File: src/rtl/instrumented_adder_pkg.sv
// Shared types and constants for the instrumented adder measurement block.
package instrumented_adder_pkg;

  typedef enum logic [1:0] {
    ST_IDLE = 2'd0,
    ST_ARM  = 2'd1,
    ST_RUN  = 2'd2,
    ST_DONE = 2'd3
  } state_t;

  localparam logic MODE_ADD  = 1'b0;
  localparam logic MODE_LOOP = 1'b1;

endpackage

File: src/rtl/adder_core.sv
// Combinational Brent-Kung prefix adder; carry-in is zero, carry-out on sum[WIDTH].
module adder_core #(
  parameter int unsigned WIDTH = 32
) (
  input  logic [WIDTH-1:0] a,
  input  logic [WIDTH-1:0] b,
  output logic [WIDTH-1:0] sum_c,
  output logic             carry_c
);

  localparam int unsigned TOP = (WIDTH > 2) ? (1 << ($clog2(WIDTH) - 1)) : 1;

  // Prefix tree is built on local variables so no signal feeds back on itself.
  function automatic logic [WIDTH:0] bk_add(input logic [WIDTH-1:0] x,
                                            input logic [WIDTH-1:0] y);
    logic [WIDTH-1:0] g;
    logic [WIDTH-1:0] p;
    logic [WIDTH-1:0] h;
    g = x & y;
    p = x ^ y;
    h = p;
    for (int d = 1; d < int'(WIDTH); d = d * 2) begin
      for (int i = 2 * d - 1; i < int'(WIDTH); i = i + 2 * d) begin
        g[i] = g[i] | (p[i] & g[i-d]);
        p[i] = p[i] & p[i-d];
      end
    end
    for (int d = int'(TOP); d >= 1; d = d / 2) begin
      for (int i = 3 * d - 1; i < int'(WIDTH); i = i + 2 * d) begin
        g[i] = g[i] | (p[i] & g[i-d]);
        p[i] = p[i] & p[i-d];
      end
    end
    return {g[WIDTH-1], h ^ {g[WIDTH-2:0], 1'b0}};
  endfunction

  assign {carry_c, sum_c} = bk_add(a, b);

endmodule

File: src/rtl/instrumented_adder_meas.sv
// Adder with a self-oscillating feedback loop: one sum bit is inverted back into
// an operand bit and its toggles are counted over a programmable window.
module instrumented_adder_meas
  import instrumented_adder_pkg::*;
#(
  parameter int unsigned WIDTH = 32,
  parameter int unsigned CNT_W = 32,
  parameter int unsigned SEL_W = $clog2(WIDTH)
) (
  input  logic             wb_clk_i,
  input  logic             reset_n,
  input  logic             active,
  input  logic             start,
  input  logic             mode,
  input  logic [WIDTH-1:0] a_in,
  input  logic [WIDTH-1:0] b_in,
  input  logic [SEL_W-1:0] ring_sel,
  input  logic [SEL_W-1:0] tap_sel,
  input  logic [CNT_W-1:0] window,
  output logic [WIDTH-1:0] sum_out,
  output logic             carry_out,
  output logic [CNT_W-1:0] count,
  output logic             busy,
  output logic             done
);

  localparam logic [SEL_W:0] W_LIM = (SEL_W + 1)'(WIDTH);

  state_t           state;
  logic [WIDTH-1:0] a_reg;
  logic [WIDTH-1:0] b_reg;
  logic [SEL_W-1:0] ring_r;
  logic [SEL_W-1:0] tap_r;
  logic [CNT_W-1:0] win_r;
  logic [CNT_W-1:0] cyc_cnt;
  logic             mode_r;

  logic [WIDTH-1:0] sum_c;
  logic             carry_c;
  logic [SEL_W-1:0] ring_idx;
  logic [SEL_W-1:0] tap_idx;
  logic             fb_c;

  adder_core #(.WIDTH(WIDTH)) u_adder (
    .a      (a_reg),
    .b      (b_reg),
    .sum_c  (sum_c),
    .carry_c(carry_c)
  );

  // Out-of-range selects fall back to bit 0.
  assign ring_idx = ({1'b0, ring_r} < W_LIM) ? ring_r : '0;
  assign tap_idx  = ({1'b0, tap_r} < W_LIM) ? tap_r : '0;
  assign fb_c     = ~sum_c[tap_idx];

  always_ff @(posedge wb_clk_i or negedge reset_n) begin
    if (!reset_n) begin
      state     <= ST_IDLE;
      a_reg     <= '0;
      b_reg     <= '0;
      ring_r    <= '0;
      tap_r     <= '0;
      win_r     <= '0;
      cyc_cnt   <= '0;
      mode_r    <= MODE_ADD;
      sum_out   <= '0;
      carry_out <= 1'b0;
      count     <= '0;
      busy      <= 1'b0;
      done      <= 1'b0;
    end else begin
      done <= 1'b0;
      case (state)
        ST_IDLE: begin
          if (start && active) begin
            a_reg  <= a_in;
            b_reg  <= b_in;
            ring_r <= ring_sel;
            tap_r  <= tap_sel;
            win_r  <= window;
            mode_r <= mode;
            count  <= '0;
            busy   <= 1'b1;
            state  <= ST_ARM;
          end
        end
        ST_ARM: begin
          if (!active) begin
            busy  <= 1'b0;
            state <= ST_IDLE;
          end else begin
            sum_out   <= sum_c;
            carry_out <= carry_c;
            if (mode_r == MODE_ADD || win_r == '0) begin
              busy  <= 1'b0;
              done  <= 1'b1;
              state <= ST_DONE;
            end else begin
              cyc_cnt <= win_r;
              state   <= ST_RUN;
            end
          end
        end
        ST_RUN: begin
          if (!active) begin
            busy  <= 1'b0;
            state <= ST_IDLE;
          end else begin
            sum_out         <= sum_c;
            carry_out       <= carry_c;
            a_reg[ring_idx] <= fb_c;
            if (a_reg[ring_idx] != fb_c && count != '1) begin
              count <= count + CNT_W'(1);
            end
            cyc_cnt <= cyc_cnt - CNT_W'(1);
            if (cyc_cnt == CNT_W'(1)) begin
              busy  <= 1'b0;
              done  <= 1'b1;
              state <= ST_DONE;
            end
          end
        end
        ST_DONE: state <= ST_IDLE;
        default: state <= ST_IDLE;
      endcase
    end
  end

endmodule

File: config.mk
export PLATFORM = sky130hd
export DESIGN_NAME = instrumented_adder_meas
export DESIGN_NICKNAME = d
export VERILOG_FILES = /design/src/rtl/instrumented_adder_pkg.sv /design/src/rtl/adder_core.sv /design/src/rtl/instrumented_adder_meas.sv
export SDC_FILE = /design/constraint.sdc
export NUM_CORES = 1
export LEC_CHECK = 0
export CAP_MARGIN = 25
export CORE_UTILIZATION = 55
export CTS_CLUSTER_SIZE = 8
export DETAILED_ROUTE_END_ITERATION = 8
export MAX_ROUTING_LAYER = met4
export PLACE_DENSITY = 0.81
export REMOVE_ABC_BUFFERS = 1
export SLEW_MARGIN = 20
export SYNTH_ARGS = -nofsm -noshare
export SYNTH_HDL_FRONTEND = slang
export SYNTH_SLANG_ARGS = --single-unit
File: constraint.sdc
create_clock -name wb_clk_i -period 8.6 [get_ports wb_clk_i]
set_input_delay 1.29 -clock wb_clk_i [delete_from_list [all_inputs] [get_ports wb_clk_i]]
set_output_delay 1.29 -clock wb_clk_i [all_outputs]
set_load 0.01 [all_outputs]
==> results.cfg <==
[sta]
min_period_ns = 5.68
hold_slack_ns = 0.477
finalMaxSlewViolations = 0
worstMarginPinSlew_ns = 0.962
relSlewSlack = 0.356
grt_setup_unrepaired = no
max_freq_ghz = 0.176
fin_crit_sh = 0.660
tns_ns = 0
finalHoldViolations = 0
finalWorstSetupSlack_ns = 2.92
clock-skew-final_ns = 0.0151
setup_viol = 0

[logic_synthesis]
ys_warn_count = 0
synth_edf_count = 0
ys_ff_latch = 208
synthDistinctLibCells = 75
synthTopCellsByArea = dfrtp_1, mux2_2, a21oi_1, ha_1, o21ai_0
yosysTopAreaCell = dfrtp_1
yosysMostFrequentCell = dfrtp_1
ys_seq_area_frac = 0.442
syn_inst = 1179
netlist_area_um2 = 11800
synth_flop_cell = dfrtp_1
synth_top_area_frac = 0.442
synth_common_cells = dfrtp_1, a21oi_1, nand2_1, nor2_1, mux2_2
synthArstFlopShare = 1.00
syn_area_per_cell_um2 = 9.99

[job]
cap_violations = 0

[die]
core_um2 = 21000
fp.dieW_um = 148
die_h_um = 148
die_area_um2 = 22000
placementRows = 53
initial_utilization = 0.560
io_pins = 178

[clocking]
numCtsBuffers = 29
ctsResizeCount = 0
clockBufferDepth = 3
cts.sinks = 208
clk_pin_slew_ns = 0.05
holdBufCountCts = 0
cts_root_buffer = clkbuf_16
cts_max_level = 1
cts_post_setup_buffers_inserted = 0
tritoncts = done
clkLatencyLatePin_ns = 0.54

[power_and_ir_drop]
p_switching_mw = 2.39
powerDensity_nw_per_um2 = 398
p_int_mw = 3.38
comb_power_share = 0.494
ir_drop_uv = 197
power.total_mw = 5.77
p_leak_nw = 6.09
clkPwrFrac = 0.170
power_frac_seq = 0.335
sw_frac_of_total = 0.414

[setup_path]
critPathKind = reg -> reg
worstRegToRegCells = 20
cp-start-kind = register
reg2reg_from = a_reg[0]$_DFFE_PN0P_
r2r_slack_ns = 2.92
critPathCaptureType = register
worstPathRequired_ns = 9.02
cp.arrival_ns = 6.09
crit_fanout = 19
r2r-end = count[10]$_DFFE_PN0P_

[cells_and_area]
drive_above_1_share = 0.129
multi_input_area_um2 = 6200
syn_to_final_growth_pct = 22.9
finalNetCount = 1503
final_cells = 1615
fillers = 1578
regArea_um2 = 5200

[placement]
place_ws_ns = 3.05
io_buffers = 177
place_congestion = 0.932
hpwl_mm = 22.1
dp.cells = 1580

[min_path]
hold_depth = 2
hold-path-endpoint = sum_out[3]$_DFFE_PN0P_
hold_class = reg -> reg
holdCritStartpoint = sum_out[3]$_DFFE_PN0P_

[global_routing]
grt_max_degree = 85
track_usage = 0.303
grt_pass1_wl_mm = 51.2
gr-total-overflow = 0
grt_pass1_vias = 9809
antenna_found_initial = 3

[drt]
wl_mm = 31.6
vias = 10000
drt-initial-drc-count = 914
wl_per_cell_um = 19.6
drc_errors = 0
via_per_inst = 6.20
first_pass_iters = 5
antenna_left = 0

[status]
outcome = complete, no violations
area by class of cell:
class | count | area share
Antenna cell | 3 | 0.000519
Clock buffer | 29 | 0.0502
Clock inverter | 1 | 0.000605
Inverter | 24 | 0.00623
Multi-Input combinational cell | 885 | 0.429
Sequential cell | 208 | 0.360
Tap cell | 275 | 0.0238
Timing Repair Buffer | 190 | 0.130
cells by family (layout without fill, tap and decap cells):
logic type               after synthesis  after routing  share of synthesized area
other                                  0              3                          0
AO/OA/AOI/OAI                        321            321                      0.166
XOR/XNOR                              22             22                     0.0164
AND/OR/NAND/NOR                      360            360                      0.153
flip-flops                           208            208                      0.442
buffers and inverters                 86            244                     0.0331
adder cells (fa/ha/maj)               54             54                     0.0676
multiplexers                         128            128                      0.122
worst max path at each step:
stage	end	slack, ns	depth (start not counted)	start
2_1_floorplan	count[6]$_DFFE_PN0P_	2.28	4	active
3_3_place_gp	count[12]$_DFFE_PN0P_	3.16	19	a_reg[0]$_DFFE_PN0P_
3_5_place_dp	count[10]$_DFFE_PN0P_	3.05	20	a_reg[0]$_DFFE_PN0P_
4_1_cts	count[10]$_DFFE_PN0P_	3.02	20	a_reg[0]$_DFFE_PN0P_
5_1_grt	count[12]$_DFFE_PN0P_	2.56	20	a_reg[0]$_DFFE_PN0P_
6_report	count[10]$_DFFE_PN0P_	2.92	20	a_reg[0]$_DFFE_PN0P_
power by group through the flow:
stage | logic, mW | registers, mW | clock network [mW]
2_1_floorplan | 1.98 | 1.81 | 0
3_3_place_gp | 2.68 | 1.92 | 0
3_5_place_dp | 2.80 | 1.93 | 0
4_1_cts | 2.83 | 1.92 | 0.993
5_1_grt | 3.15 | 2.00 | 1.03
6_report | 2.85 | 1.93 | 0.983
layout by cell type, fill, tap and decap left out, drive strengths merged, types with 30 or more instances in the layout:
cell type        n
a21oi          109
nand2          100
clkbuf          30
dfrtp          208
ha              38
clkdlybuf4s50  176
o21ai           81
nand3           35
nor2            92
mux2i           34
mux2            91
stage by stage:
step,cell area (µm²),utilization
after floorplan,11500,-
final,14500,0.688
after global placement,13700,0.651
after CTS,14400,0.687
after global routing,14500,0.688
after detailed placement,13700,0.652
worst max-delay path, stage by stage, from the launching register on:
cell       delay, ns
dfrtp_1         0.40
ha_1            0.21
fa_1            0.41
a21o_1          0.19
nand4_1         0.08
nand3_1         0.16
a21o_1          0.26
a31o_2          0.28
a21o_1          0.22
a211oi_1        0.40
o21ai_0         0.19
fa_1            0.47
o21ai_0         0.21
a21oi_1         0.08
o2111ai_1       0.25
o311ai_1        0.17
buf_2           0.21
nor3_4          0.31
o21ba_1         0.59
a31oi_1         0.19
a211o_1         0.29
per-layer routing:
metal	GRT usage	wire, µm	share of wire	vias to the layer above
met5	-	0	0	-
met3	0.0451	2410	0.076	84
met4	0.0985	887	0.028	0
li1	-	-	-	4629
met1	0.393	12900	0.41	4848
met2	0.489	15400	0.49	453
No activity file was read; power rests on OpenSTA's default activity.
